## src/rtl/fp_div_issue_queue_if.sv

```systemverilog
// Request/result handshake bundle for the divider issue queue.
// slave = queue side, master = requester/consumer side.
interface fp_div_issue_queue_if #(
   parameter int TAG_WIDTH = 8
) ();
   logic                 in_valid;
   logic                 in_ready;
   logic [31:0]          in_a;
   logic [31:0]          in_b;
   logic [TAG_WIDTH-1:0] in_tag;
   logic                 out_valid;
   logic                 out_ready;
   logic [31:0]          out_q;
   logic [TAG_WIDTH-1:0] out_tag;

   modport slave (
      input  in_valid, in_a, in_b, in_tag, out_ready,
      output in_ready, out_valid, out_q, out_tag
   );

   modport master (
      output in_valid, in_a, in_b, in_tag, out_ready,
      input  in_ready, out_valid, out_q, out_tag
   );
endinterface

```

## src/rtl/fp_div_issue_queue.sv

```systemverilog
// Issue/result manager for a fixed-latency FP divider.
// Tags ride a shift register; credits keep the FIFO from overflowing.
module fp_div_issue_queue #(
   parameter int LATENCY   = 32,
   parameter int TAG_WIDTH = 8,
   parameter int OUT_DEPTH = 8
) (
   input  logic                  clock,
   input  logic                  reset,
   fp_div_issue_queue_if.slave   io,
   output logic [31:0]           div_a,
   output logic [31:0]           div_b,
   input  logic [31:0]           div_q,
   output logic                  busy
);
   localparam int PW = $clog2(OUT_DEPTH);
   localparam int CW = $clog2(OUT_DEPTH + 1);

   logic                 run;
   logic [CW-1:0]        occ;
   logic [CW-1:0]        cnt;
   logic [PW-1:0]        wp;
   logic [PW-1:0]        rp;
   logic [LATENCY:0]     sv;
   logic [TAG_WIDTH-1:0] st [LATENCY+1];
   logic [31:0]          fq [OUT_DEPTH];
   logic [TAG_WIDTH-1:0] ft [OUT_DEPTH];

   logic fire;
   logic pop;
   logic wr;

   assign fire = io.in_valid && io.in_ready;
   assign pop  = io.out_valid && io.out_ready;
   assign wr   = sv[LATENCY];

   // run holds in_ready low while reset is asserted
   assign io.in_ready  = run && (occ < CW'(OUT_DEPTH));
   assign io.out_valid = (cnt != '0);
   assign io.out_q     = fq[rp];
   assign io.out_tag   = ft[rp];
   assign busy         = (occ != '0);

   // credit counter: in-flight ops plus FIFO entries
   always_ff @(posedge clock) begin
      if (!reset) begin
         run <= 1'b0;
         occ <= '0;
      end else begin
         run <= 1'b1;
         case ({fire, pop})
            2'b10:   occ <= occ + CW'(1);
            2'b01:   occ <= occ - CW'(1);
            default: occ <= occ;
         endcase
      end
   end

   // operand registers feeding the divider
   always_ff @(posedge clock) begin
      if (!reset) begin
         div_a <= '0;
         div_b <= '0;
      end else if (fire) begin
         div_a <= io.in_a;
         div_b <= io.in_b;
      end
   end

   // valid bits of the tag pipe, shifted every cycle
   always_ff @(posedge clock) begin
      if (!reset) begin
         sv <= '0;
      end else begin
         sv <= {sv[LATENCY-1:0], fire};
      end
   end

   // tag payload pipe; only meaningful where sv is set
   always_ff @(posedge clock) begin
      st[0] <= io.in_tag;
      for (int i = 1; i <= LATENCY; i++) begin
         st[i] <= st[i-1];
      end
   end

   // FIFO pointers and fill count
   always_ff @(posedge clock) begin
      if (!reset) begin
         wp  <= '0;
         rp  <= '0;
         cnt <= '0;
      end else begin
         if (wr) begin
            wp <= wp + PW'(1);
         end
         if (pop) begin
            rp <= rp + PW'(1);
         end
         case ({wr, pop})
            2'b10:   cnt <= cnt + CW'(1);
            2'b01:   cnt <= cnt - CW'(1);
            default: cnt <= cnt;
         endcase
      end
   end

   // FIFO storage, written as the tagged op leaves the divider
   always_ff @(posedge clock) begin
      if (wr) begin
         fq[wp] <= div_q;
         ft[wp] <= st[LATENCY];
      end
   end
endmodule

```

## src/flat_wrapper.sv

```systemverilog
// flat-port wrapper written by rule: the top's interface ports become plain ports
module fp_div_issue_queue_flat 
#(
   parameter int LATENCY   = 32,
   parameter int TAG_WIDTH = 8,
   parameter int OUT_DEPTH = 8
)
  (clock, reset, div_a, div_b, div_q, busy, io_in_valid, io_in_a, io_in_b, io_in_tag, io_out_ready, io_in_ready, io_out_valid, io_out_q, io_out_tag);
  fp_div_issue_queue_if #(.TAG_WIDTH(TAG_WIDTH)) io_i ();
  input  logic clock;
  input  logic reset;
  output logic [31:0] div_a;
  output logic [31:0] div_b;
  input  logic [31:0] div_q;
  output logic busy;
  input wire logic [$bits(io_i.in_valid)-1:0] io_in_valid;
  input wire logic [$bits(io_i.in_a)-1:0] io_in_a;
  input wire logic [$bits(io_i.in_b)-1:0] io_in_b;
  input wire logic [$bits(io_i.in_tag)-1:0] io_in_tag;
  input wire logic [$bits(io_i.out_ready)-1:0] io_out_ready;
  output wire logic [$bits(io_i.in_ready)-1:0] io_in_ready;
  output wire logic [$bits(io_i.out_valid)-1:0] io_out_valid;
  output wire logic [$bits(io_i.out_q)-1:0] io_out_q;
  output wire logic [$bits(io_i.out_tag)-1:0] io_out_tag;
  assign io_i.in_valid = io_in_valid;
  assign io_i.in_a = io_in_a;
  assign io_i.in_b = io_in_b;
  assign io_i.in_tag = io_in_tag;
  assign io_i.out_ready = io_out_ready;
  assign io_in_ready = io_i.in_ready;
  assign io_out_valid = io_i.out_valid;
  assign io_out_q = io_i.out_q;
  assign io_out_tag = io_i.out_tag;
  fp_div_issue_queue #(.LATENCY(LATENCY), .TAG_WIDTH(TAG_WIDTH), .OUT_DEPTH(OUT_DEPTH)) u_core (.clock(clock), .reset(reset), .io(io_i), .div_a(div_a), .div_b(div_b), .div_q(div_q), .busy(busy));
endmodule
```

## config.mk

```make
export PLATFORM = sky130hd
export DESIGN_NAME = fp_div_issue_queue_flat
export DESIGN_NICKNAME = d
export VERILOG_FILES = /design/src/rtl/fp_div_issue_queue_if.sv /design/src/rtl/fp_div_issue_queue.sv /design/src/flat_wrapper.sv
export SDC_FILE = /design/constraint.sdc
export NUM_CORES = 1
export LEC_CHECK = 0
export CAP_MARGIN = 20
export CORE_MARGIN = 3
export CORE_UTILIZATION = 40
export DETAILED_ROUTE_END_ITERATION = 6
export SLEW_MARGIN = 20
export SYNTH_ARGS = -nofsm -noshare
export SYNTH_HDL_FRONTEND = slang
export SYNTH_SLANG_ARGS = --single-unit
```

## constraint.sdc

```tcl
create_clock -name clock -period 4.45 [get_ports clock]
set_input_delay 0.89 -clock clock [delete_from_list [all_inputs] [get_ports clock]]
set_output_delay 0.89 -clock clock [all_outputs]
set_load 0.05 [all_outputs]
```

==> reports/qor.txt <==
Post-synth EDFFs: 320
Area growth syn-to-layout: 24.7%
Worst setup SP type: flip-flop
share of layout cells above drive strength 1: 17.5%
PD cells: 486 nW/um2
Synth Register Bits: 699
status: completed
CP Capture Type: primary output
cell accounting for the most synthesized area: edfxtp_1
HPWL Detailed: 22.0 mm
CTS tree: yes
initial antenna violation count: 0
asr flop ratio synth: 0%
Synth cell types: 37
Setup Slack @ Placement: 1050 ps
pin count of the biggest net entering global routing: 118
Post-layout nets: 1545
clock share of power: 43.8%
fmax: 0.255 GHz
first drt pass iteration count: 4
sw frac: 20.2%
Critical Path AT: 3040 ps
clock tree buffer depth: 3
Antenna Nets Post-Route: 0
Avg WL per Cell: 17.7 um
Comb pwr share: 3.0%
root buf cell: clkbuf_16
final setup fails: 0
vias in the first global route: 10665
via count: 10314
first-pass GRT wire length: 60.6 mm
filler instances: 4376
CP max FO: 36
worst hold slack: 312 ps
Tightest Pin Transition: 967 ps
Die Height: 238 um
final std cells w/o fill: 2171
GRT Util Overall: 14.0%
final worst slack: 524 ps
CTS Buf Count: 69
Via density: 4.75
# resized after CTS: 0
share of the synthesized area in the top cell type: 44.8%
switching power: 2620 uW
overall die width: 238 um
standard-cell rows: 84
Final period util: 88.2%
internal power: 10400 uW
utilization after layout: 50.7%
Residual DRC: 0
initial core utilization: 40.6%
clk_skew: 12.9 ps
# diodes: 0
minimum clock period: 3930 ps
Yosys warnings: 0
Max rail drop VDD: 0.287 mV
Net Count, Synth: 1292
Worst Path Required: 3560 ps
RSZ-0062 raised after global routing: no
reported leakage power: 0.00930 uW
Max Cap Viol: 0
IO Port Bufs: 214
WL final: 38.5 mm
Primary FF master, synth: dfxtp_1
Core ar.: 52800 um2
H-tree depth: 3
DIE AREA: 56400 um2
CTS clk-pin slew, worst paths: 60 ps
Setup Crit Path Kind: reg2out
DRT iter0 DRCs: 645
Mapped Avg Cell Area: 18.2 um2
Reg power frac: 53.2%
total grt overflow: 0
Final Hold Vio Count: 0
Area contributors post-synth: edfxtp_1, dfxtp_1, mux4_2
Setup Total Neg Slack: 0 ps
Post-CTS Repair Setup Buffers: 0
# clock sinks: 699
hold buffer count at cts: 0
Worst-Skew Late Latency: 590 ps
register area share after synthesis: 80.2%
I/O pins: 215
Worst Hold Class: reg2reg
Final Max Slew Viols: 0
synthesized area: 21400 um2
gp weighted congestion: 0.751
Rel. slew slack: 35.4%
post-synthesis cell count: 1178
DP Cell Count: 2048
[metal layers]
layer / vias to the layer above / track usage [%] / wire, um
met3: 59 / 5.35 / 3590
met2: 332 / 22.1 / 17900
met5: - / 0 / 0
li1: 4804 / - / -
met1: 5119 / 17.6 / 16200
met4: 0 / 4.92 / 791
[area by class of cell]
cell class	count	area (um2)	share of cell area, %
Multi-Input combinational cell	426	4090	15.3
Clock inverter	29	285	1.07
Tap cell	688	861	3.22
Timing Repair Buffer	232	2310	8.64
Sequential cell	699	17200	64.3
Inverter	3	11.3	0.0421
Clock buffer	94	1990	7.43
[path summary, 6_finish.rpt]
check | depth (start not counted) | slack (ps) | to | from
max | 4 | 520 | io_out_q[15] | flip-flop
min | 0 | 310 | u_core.st[0][232] | u_core.st[0][224]
max reg2reg | 9 | 1840 | u_core.cnt[2] | u_core.cnt[0]
min reg2reg | 0 | 310 | u_core.st[0][232] | u_core.st[0][224]
[metrics by stage]
stage,total power [uW],cell area (um2)
global placement,7430,24500
global route,13500,26700
detailed placement,7440,24500
CTS,13200,26700
finish,13000,26700
floorplan,7230,21400
[worst max-delay path, cell delays in order (launching register included)]
cell	delay (ps)
dfxtp_4	530
buf_12	320
mux4_2	540
mux2_2	270
clkdlybuf4s50_1	770
[cell families after synthesis]
kind of cell	after synthesis	share of synthesized area, %
buffers and inverters	53	1.02
flip-flops	699	80.2
XOR/XNOR	11	0.449
multiplexers	124	10.7
AO/OA/AOI/OAI	78	2.85
adder cells (fa/ha/maj)	6	0.350
AND/OR/NAND/NOR	207	4.46
[cell usage in the layout (no fill, tap or decap), drive strengths merged, types with 5 or more instances in the layout]
| master | netlist | final |
|---|---|---|
| a21boi | 67 | 67 |
| and2 | 42 | 42 |
| buf | 20 | 19 |
| clkbuf | 30 | 94 |
| clkdlybuf4s50 | 0 | 213 |
| clkinv | 0 | 21 |
| dfxtp | 379 | 379 |
| edfxtp | 320 | 320 |
| ha | 6 | 6 |
| inv | 3 | 7 |
| mux2 | 40 | 40 |
| mux4 | 80 | 80 |
| nand2 | 136 | 136 |
| nand2b | 5 | 5 |
| nor2 | 7 | 7 |
| xnor2 | 5 | 5 |
| xor2 | 6 | 6 |
[power groups by stage]
| stage | clock network (uW) | logic (uW) | registers (uW) |
|---|---|---|---|
| after floorplan | 0 | 78.4 | 7150 |
| after global placement | 0 | 386 | 7050 |
| after detailed placement | 0 | 390 | 7050 |
| after CTS | 5890 | 392 | 6920 |
| after global routing | 6170 | 415 | 6930 |
| final | 5690 | 388 | 6910 |
[cell usage after synthesis, types with 2 or more instances]
cell	number
and2_1	42
mux4_2	80
nor3_1	3
buf_1	5
a21boi_0	7
nand2b_1	5
a21boi_1	60
or4_1	3
and3b_1	2
edfxtp_1	320
inv_2	3
ha_1	6
xnor2_1	5
nand2_1	136
xor2_1	6
buf_2	15
a31oi_1	2
nor2_1	7
nor2b_1	4
mux2i_1	4
mux2_2	40
dfxtp_1	379
clkbuf_1	30
[sequential cells by signal, summed over array words and instances (netlist names), named ones only]
signal        flops
u_core.ft        64
u_core.rp         3
u_core.sv        33
u_core.occ        4
u_core.div_b     32
u_core.cnt        4
u_core.run        1
u_core.fq       256
u_core.wp         3
u_core.div_a     32
u_core.st       264
(Power assumes the default switching activity.)
